**config.mk**
```make
export PLATFORM = sky130hd
export DESIGN_NAME = dm_responder_flat
export DESIGN_NICKNAME = d
export VERILOG_FILES = /design/src/rtl/dm_responder_if.sv /design/src/rtl/dm_responder.sv /design/src/flat_wrapper.sv
export SDC_FILE = /design/constraint.sdc
export NUM_CORES = 2
export LEC_CHECK = 0
export ABC_AREA = 1
export CAP_MARGIN = 10
export CORE_ASPECT_RATIO = 1.4
export CORE_MARGIN = 2
export CORE_UTILIZATION = 46
export DETAILED_ROUTE_END_ITERATION = 10
export GPL_TIMING_DRIVEN = 0
export PLACE_DENSITY_LB_ADDON = 0.25
export SLEW_MARGIN = 20
export SYNTH_ARGS = -nofsm -noshare
export SYNTH_HDL_FRONTEND = slang
export SYNTH_SLANG_ARGS = --single-unit
export TNS_END_PERCENT = 100
```
**constraint.sdc**
```tcl
create_clock -name clk -period 4.5 [get_ports clk]
set_clock_uncertainty 0.15 [all_clocks]
set_input_delay 0.675 -clock clk [delete_from_list [all_inputs] [get_ports clk]]
set_output_delay 0.675 -clock clk [all_outputs]
set_load 0.01 [all_outputs]
```
**src/rtl/dm_responder_if.sv**
```systemverilog
// rtl/dm_responder_if.sv - request/response bus between the MEM stage and dm_responder
//
// Signals:
//    req_valid   MEM stage presents a request
//    mem_read    request is a load
//    mem_write   request is a store
//    addr        byte address (word index = addr[31:2])
//    write_data  store data
//    req_ready   responder can accept (IDLE only)
//    stall       pipeline hold request
//    resp_valid  one-cycle response pulse
//    read_data   load result, valid with resp_valid
//    addr_err    request was illegal, valid with resp_valid
// Modports: master = pipeline side, slave = responder side.

interface dm_responder_if;
   logic        req_valid;
   logic        mem_read;
   logic        mem_write;
   logic [31:0] addr;
   logic [31:0] write_data;
   logic        req_ready;
   logic        stall;
   logic        resp_valid;
   logic [31:0] read_data;
   logic        addr_err;

   modport master (
      output req_valid, mem_read, mem_write, addr, write_data,
      input  req_ready, stall, resp_valid, read_data, addr_err
   );

   modport slave (
      input  req_valid, mem_read, mem_write, addr, write_data,
      output req_ready, stall, resp_valid, read_data, addr_err
   );
endinterface

```
**src/rtl/dm_responder.sv**
```systemverilog
// rtl/dm_responder.sv - wait-state data memory serving MEM-stage loads/stores
//
// Parameters:
//    DEPTH    number of 32-bit words
//    LATENCY  wait cycles between accept and response (>= 1)
// Ports:
//    clk      rising-edge clock
//    rst_n    asynchronous active-low reset
//    bus      dm_responder_if.slave request/response bus

module dm_responder #(
   parameter int DEPTH   = 64,
   parameter int LATENCY = 2
) (
   input  logic           clk,
   input  logic           rst_n,
   dm_responder_if.slave  bus
);

   typedef enum logic [1:0] {IDLE, WAIT, RESP} state_t;

   localparam int CW = (LATENCY > 1) ? $clog2(LATENCY) : 1;
   localparam int AW = (DEPTH > 1) ? $clog2(DEPTH) : 1;

   state_t        state;
   state_t        state_nxt;
   logic [CW-1:0] cnt;
   logic [31:0]   lat_addr;
   logic [31:0]   lat_wdata;
   logic          lat_rd;
   logic          lat_wr;
   logic [31:0]   mem [DEPTH];

   logic          err;
   logic          access;
   logic [AW-1:0] idx;

   // Legality is judged on the latched request so input wiggles during
   // WAIT cannot change the outcome.
   assign err    = (lat_addr[1:0] != 2'b00)
                 | (lat_addr[31:2] >= 30'(DEPTH))
                 | (lat_rd == lat_wr);
   assign access = (state == WAIT) && (cnt == '0);
   assign idx    = lat_addr[AW+1:2];

   // State register and datapath registers
   always_ff @(posedge clk or negedge rst_n) begin
      if (!rst_n) begin
         state         <= IDLE;
         cnt           <= '0;
         lat_addr      <= '0;
         lat_wdata     <= '0;
         lat_rd        <= 1'b0;
         lat_wr        <= 1'b0;
         bus.read_data <= '0;
         bus.addr_err  <= 1'b0;
      end else begin
         state <= state_nxt;
         if (state == IDLE && bus.req_valid) begin
            lat_addr  <= bus.addr;
            lat_wdata <= bus.write_data;
            lat_rd    <= bus.mem_read;
            lat_wr    <= bus.mem_write;
            cnt       <= CW'(LATENCY - 1);
         end else if (state == WAIT && cnt != '0) begin
            cnt <= cnt - 1'b1;
         end
         if (access) begin
            bus.addr_err  <= err;
            bus.read_data <= (!err && lat_rd) ? mem[idx] : '0;
         end
      end
   end

   // Array is deliberately unreset. A reset during WAIT forces state to
   // IDLE, so access is false on the next edge and the store is dropped.
   always_ff @(posedge clk) begin
      if (access && !err && lat_wr)
         mem[idx] <= lat_wdata;
   end

   // Next-state logic
   always_comb begin
      state_nxt = state;
      case (state)
         IDLE:    if (bus.req_valid) state_nxt = WAIT;
         WAIT:    if (cnt == '0)     state_nxt = RESP;
         RESP:                       state_nxt = IDLE;
         default:                    state_nxt = IDLE;
      endcase
   end

   // Outputs decoded from state; stall is low in RESP so the pipeline
   // captures read_data on the RESP->IDLE edge.
   always_comb begin
      bus.req_ready  = (state == IDLE);
      bus.resp_valid = (state == RESP);
      bus.stall      = ((state == IDLE) && bus.req_valid) || (state == WAIT);
   end

endmodule

```
**src/flat_wrapper.sv**
```systemverilog
// flat-port wrapper written by rule: the top's interface ports become plain ports
module dm_responder_flat 
#(
   parameter int DEPTH   = 64,
   parameter int LATENCY = 2
)
  (clk, rst_n, bus_req_valid, bus_mem_read, bus_mem_write, bus_addr, bus_write_data, bus_req_ready, bus_stall, bus_resp_valid, bus_read_data, bus_addr_err);
  dm_responder_if bus_i ();
  input  logic clk;
  input  logic rst_n;
  input wire logic [$bits(bus_i.req_valid)-1:0] bus_req_valid;
  input wire logic [$bits(bus_i.mem_read)-1:0] bus_mem_read;
  input wire logic [$bits(bus_i.mem_write)-1:0] bus_mem_write;
  input wire logic [$bits(bus_i.addr)-1:0] bus_addr;
  input wire logic [$bits(bus_i.write_data)-1:0] bus_write_data;
  output wire logic [$bits(bus_i.req_ready)-1:0] bus_req_ready;
  output wire logic [$bits(bus_i.stall)-1:0] bus_stall;
  output wire logic [$bits(bus_i.resp_valid)-1:0] bus_resp_valid;
  output wire logic [$bits(bus_i.read_data)-1:0] bus_read_data;
  output wire logic [$bits(bus_i.addr_err)-1:0] bus_addr_err;
  assign bus_i.req_valid = bus_req_valid;
  assign bus_i.mem_read = bus_mem_read;
  assign bus_i.mem_write = bus_mem_write;
  assign bus_i.addr = bus_addr;
  assign bus_i.write_data = bus_write_data;
  assign bus_req_ready = bus_i.req_ready;
  assign bus_stall = bus_i.stall;
  assign bus_resp_valid = bus_i.resp_valid;
  assign bus_read_data = bus_i.read_data;
  assign bus_addr_err = bus_i.addr_err;
  dm_responder #(.DEPTH(DEPTH), .LATENCY(LATENCY)) u_core (.clk(clk), .rst_n(rst_n), .bus(bus_i));
endmodule
```
## After elaboration in Yosys (flattened, before gate mapping)

Memories as Yosys holds them, arrays and structs flattened.
Cells that the tools add are included.

| cells by class | value |
|---|---|
| bitwise operators | 3 |
| reductions and logical operators | 12 |
| eq/ne operators | 5 |
| $lt $le $gt $ge | 1 |
| mux-type cells | 8 |
| add/sub/neg operators | 1 |

Operators with widths:

| cell | number |
|---|---|
| $mux W32 | 1 |
| $ge A30 B7 Y1 const B | 1 |
| $logic_and A1 B1 Y1 | 6 |
| $mux W1 | 4 |
| $mux W2 | 2 |
| $ne A2 B2 Y1 const B | 2 |
| $pmux W2 S2 | 1 |
| $reduce_bool A2 Y1 | 2 |
| $eq A2 B1 Y1 const B | 1 |
| $eq A2 B2 Y1 const B | 1 |
| $logic_not A2 Y1 | 1 |
| $or A1 B1 Y1 | 2 |
| $reduce_and A2 Y1 | 1 |
| $eq A1 B1 Y1 | 1 |
| $logic_not A1 Y1 | 1 |
| $logic_or A1 B1 Y1 | 1 |
| $not A1 Y1 | 1 |
| $sub A1 B1 Y1 const B | 1 |

| word-level totals | value |
|---|---|
| memory bits (writable) | 2048 |
| bits of input ports | 69 |
| register bits | 102 |
| memories | 1 |

Memories:

| memory | depth | width | rd ports | clocked after Yosys merged registers in | wr ports | line | text |
|---|---|---|---|---|---|---|---|
| u_core.mem | 64 | 32 | 1 | 0 | 1 | dm_responder.sv:32 | `logic [31:0] mem [DEPTH];` |

## Longest topological paths before layout

| depth | value |
|---|---|
| depth in word-level cells | 8 |
| gate-level depth with buffers | 15 |
| depth with buffers taken out | 12 |

## Least setup slack after synthesis

Ideal clock, no wire load.

| timing path | value |
|---|---|
| path kind | register to register |
| from | reg u_core.lat_addr[4] |
| to | mem u_core.mem[0][0], enable pin |
| library setup time | 0.421 ns |
| required time | 3.929 ns |
| path buffers | 3 |
| cell stages (with the launch flop) | 7 |
| setup slack | 1.147 ns |
| arrival | 2.782 ns |
| path through | dfrtp_1 > buf_2 > nor2_2 > buf_2 > buf_2 > nand3_1 > nor2_1 |

| between the ends | value |
|---|---|
| cells in the longest elaborated chain, start to end | 8 |

RTL lines:

| what | line | text |
|---|---|---|
| from (decl) | dm_responder.sv:28 | `logic [31:0] lat_addr;` |
| from (signal assigned) | dm_responder.sv:60 | `lat_addr <= bus.addr;` |
| $ge A30 B7 Y1 | dm_responder.sv:41 | `\| (lat_addr[31:2] >= 30'(DEPTH))` |
| $or A1 B1 Y1 | dm_responder.sv:41 |  |
| $or A1 B1 Y1 | dm_responder.sv:42 | `\| (lat_rd == lat_wr);` |
| $logic_not A1 Y1 | dm_responder.sv:78 | `if (access && !err && lat_wr)` |
| $logic_and A1 B1 Y1 (2 in series) | dm_responder.sv:78 |  |
| $mux W1 | dm_responder.sv:78 |  |
| $mux W1 (implied by the code) | dm_responder.sv:79 | `mem[idx] <= lat_wdata;` |
| to (decl) | dm_responder.sv:32 |  |

Parallel ways exist; a longest one is shown, timed or not.

## Worst setup path after layout

| timing path | value |
|---|---|
| from | reg u_core.lat_addr[2] |
| to | reg u_core.bus.read_data[21] |

| between the ends | value |
|---|---|
| cells in the longest elaborated chain, start to end | 6 |
| elaborated cells on any way between the ends | 7 |

RTL lines:

| what | line | text |
|---|---|---|
| $ge A30 B7 Y1 | dm_responder.sv:41 |  |
| $or A1 B1 Y1 | dm_responder.sv:41 |  |
| $or A1 B1 Y1 | dm_responder.sv:42 |  |
| $logic_not A1 Y1 | dm_responder.sv:70 | `bus.read_data <= (!err && lat_rd) ? mem[idx] : '0;` |
| $logic_and A1 B1 Y1 | dm_responder.sv:70 |  |
| $mux W32 * | dm_responder.sv:70 |  |
| to (signal assigned) | dm_responder.sv:70 |  |
| to (decl) | dm_responder_if.sv:35 | `output req_ready, stall, resp_valid, read_data, addr_err` |

Mark *: on every way between the ends. The rest lies on a longest branch, timed or not.
A chain may end at the register's enable or synchronous reset.

==> impl_metrics.json <==
{
  "r2r_start": "u_core.lat_addr[2]$_DFFE_PN0P_",
  "grtUsageTotal_pct": 29.9,
  "min_period_ns": 4.60,
  "post-dp-hpwl_mm": 210,
  "worstMarginPinSlew_ns": 1.22,
  "row_count": 191,
  "max_freq_mhz": 217,
  "ff_latch_area_sq_um": 64200,
  "dr.pass1.iters": 9,
  "cp_max_fo": 10,
  "yosysWarnings": 0,
  "area_delta_synth_final_pct": 16.5,
  "syn_area_sq_um": 89300,
  "core_area_sq_um": 193000,
  "drc_errors": 0,
  "drt_iter0_markers": 8099,
  "cts-root-buf": "clkbuf_16",
  "ios": 105,
  "hold_path.class": "primary input to async pin",
  "synth_largest_area_cell": "edfxtp_1",
  "wl_mm": 300,
  "slowest_stage": "buf_2",
  "power.leakage_nw": 42.4,
  "multi_input_area_sq_um": 20700,
  "cap_violations": 0,
  "crit_top_cell": "nand2_1",
  "portBuffers": 104,
  "vias": 62900,
  "setup_slack_ns": -0.0995,
  "synthesis.nets": 8399,
  "dp_cells": 11100,
  "grt_setup_unrepaired": "yes",
  "peakVddDrop_v": 0.000578,
  "drive_gt1_share_pct": 9.47,
  "final_cells": 11500,
  "finalSetupTns_ns": -0.487,
  "timing.final.max_slew_violations": 0,
  "die_w_um": 376,
  "ys_ff_latch": 2150,
  "htree_levels": 4,
  "synthCells": 8330,
  "viasPerCell": 5.48,
  "reg2reg_slack_ns": -0.1,
  "cts_buffer_depth": 4,
  "crit_path_end_kind": "register",
  "die_y_um": 525,
  "worstPathArrival_ns": 5.26,
  "die-area_sq_um": 198000,
  "whs_ns": 0.126,
  "ys_types": 28,
  "start_util_pct": 46.2,
  "gp_congestion": 1.00,
  "ys_seq_area_share_pct": 71.7,
  "finalHoldViolations": 0,
  "grt_max_degree": 77,
  "grt_pass1_vias": 59700,
  "path_clk_slew_ns": 0.07,
  "cts_num_sinks": 2150,
  "avgSynthCellArea_sq_um": 10.7,
  "wl_per_cell_um": 26.1,
  "setup-violations-final": 24,
  "violations": "negative setup slack",
  "p_per_area_nw_per_um2": 640,
  "status": "finished with violations",
  "yosys.area.top_type_share_pct": 68.8,
  "synthTopCellsByArea": "edfxtp_1 (69%), nand2_1 (15%), inv_1 (3.7%), nand3_1 (3.1%), dfrtp_1 (2.9%)",
  "ant_nets": 0,
  "grt_pass1_wl_mm": 420,
  "post-route-period-util_pct": 102,
  "antenna_found_initial": 15,
  "cts_tree": "built",
  "cpPeakStageDelay_ns": 0.64,
  "slew_headroom_pct": 18.7,
  "critical_path_required_ns": 5.16,
  "nets": 8869,
  "critPathKind": "register to register",
  "overflow": 0,
  "r2r_cells": 12,
  "cts_buffers": 204,
  "clock_latency_ns": 0.89,
  "path_cells": "buf_4 -> buf_2 -> buf_2 -> buf_2 -> nand2_1 -> nand3_1 -> nand4_1 -> nand2_1 -> nand2_1 -> nor2_1 -> nand3_1 -> nand2_1",
  "cp-start-kind": "register",
  "r2r_end": "u_core.bus.read_data[21]$_DFFE_PN0P_",
  "nFillCells": 16200
}
## through the flow
stage          instance area [sq um]  power [mW]  worst slack (ns)  utilization, %
2_1_floorplan                  89300        37.4              1.15               -
3_3_place_gp                   93500        48.1             -2.62            48.4
3_5_place_dp                   97000        49.0            -0.440            50.2
4_1_cts                       104000        66.1          0.000540            53.7
5_1_grt                       104000        68.6           -0.0225            53.8
6_report                      104000        66.6           -0.0995            53.8
## metal layers
| layer | global-route usage, % | part of all wire, % | vias to the layer above |
|---|---|---|---|
| met1 | 36.6 | 35 | 30600 |
| met4 | 20.4 | 8.0 | 2 |
| met5 | 0 | 0.0040 | - |
| met2 | 47.9 | 47 | 3466 |
| li1 | - | - | 28100 |
| met3 | 5.63 | 9.9 | 797 |
## Yosys cell counts
cell type     n
nand2_1    3552
edfxtp_1   2048
inv_1       870
nand3_1     561
nor2_1      390
buf_2       218
clkbuf_1    142
o21ai_0     117
dfrtp_1     102
nand4_1      96
a21oi_1      62
mux2_2       54
buf_1        33
nand3b_1     18
a31oi_1      14
o21bai_1     12
o21ai_1       9
or2_2         6
inv_2         5
nor3_1        5
nor2_2        4
buf_4         3
nor2_4        3
nor3_2        2
clkinv_1      1
nor3b_1       1
o211ai_1      1
o21a_1        1
## flip-flops by register name, indices dropped and copies added (netlist names)
signal,cells
u_core.cnt,1
u_core.lat_wr,1
u_core.lat_addr,32
u_core.lat_wdata,32
u_core.bus.read_data,32
u_core.bus.addr_err,1
u_core.lat_rd,1
u_core.state,2
u_core.mem,2048
## cell type report
type,count,area share [%]
clock inverters,110,1.06
diodes,4,0.00962
plain buffers,396,1.70
flip-flops and latches,2150,61.7
well taps,2509,3.02
clock buffers,259,5.29
repair buffers,264,4.19
multi-input cells,4908,19.9
inverters,876,3.16
## worst max path at each step
stage               depth (start not counted)                                    to  slack (ns)                            from
detailed placement                          7          u_core.mem[48][13]$_DFFE_PP_       -0.44  u_core.lat_addr[4]$_DFFE_PN0P_
CTS                                         8          u_core.mem[17][26]$_DFFE_PP_      0.0005     u_core.state[1]$_DFFE_PN0P_
floorplan                                   6            u_core.mem[0][0]$_DFFE_PP_        1.15  u_core.lat_addr[4]$_DFFE_PN0P_
finish                                     12  u_core.bus.read_data[21]$_DFFE_PN0P_        -0.1  u_core.lat_addr[2]$_DFFE_PN0P_
global route                                8          u_core.mem[26][17]$_DFFE_PP_       -0.02     u_core.state[1]$_DFFE_PN0P_
global placement                            6          u_core.mem[33][24]$_DFFE_PP_       -2.62  u_core.lat_addr[4]$_DFFE_PN0P_
## cells by family (layout without fill, tap and decap cells)
family	Yosys count	count (layout)	synth area share, %
simple gates	4638	4638	20.7
flops	2150	2150	71.7
mux	54	54	0.681
compound gates	216	216	1.27
other cells	0	4	0
buf+inv	1272	1905	5.66
## what timing repair did
action	in CTS	in global routing
gates resized for setup	4	1
setup buffers	13	23
hold buffers	1	0
setup endpoints to repair	492	201
endpoints found under the hold margin	102	0
pin swaps	7	8
## worst max-delay path: cells and delay by family (launching register included)
| kind | cells | cell delay, ns |
|---|---|---|
| buffers and inverters | 4 | 1.78 |
| DFF | 1 | 0.53 |
| and+or+nand+nor | 8 | 2.05 |
## report_power, final
group | internal (mW) | switching, mW | total [mW]
Combinational | 5.10 | 17.1 | 22.2
Sequential | 25.2 | 1.87 | 27.0
Clock | 9.84 | 7.56 | 17.4
## cells in the final DEF (no fill, tap or decap), types with 3 or more instances in the layout
| master | instances |
|---|---|
| mux2_2 | 54 |
| clkinvlp_4 | 3 |
| clkbuf_8 | 15 |
| o21ai_0 | 117 |
| bufinv_16 | 21 |
| clkbuf_16 | 206 |
| nor3_2 | 3 |
| clkdlybuf4s50_1 | 103 |
| nor2_2 | 3 |
| buf_4 | 30 |
| clkinv_2 | 38 |
| a31oi_1 | 14 |
| nand3b_1 | 18 |
| buf_16 | 62 |
| nor3_1 | 4 |
| diode_2 | 4 |
| buf_1 | 33 |
| nand4_1 | 96 |
| a21oi_1 | 62 |
| nand3_1 | 559 |
| clkinv_4 | 4 |
| o21bai_1 | 12 |
| clkinv_1 | 40 |
| o21ai_1 | 9 |
| nand2_1 | 3551 |
| buf_2 | 218 |
| nor2_1 | 326 |
| dfrtp_1 | 70 |
| inv_1 | 870 |
| inv_2 | 5 |
| edfxtp_1 | 2048 |
| buf_12 | 69 |
| dfrtp_4 | 31 |
| or2_2 | 6 |
| clkbuf_1 | 178 |
| nor2_4 | 68 |
No activity file was read; power rests on OpenSTA's default activity.
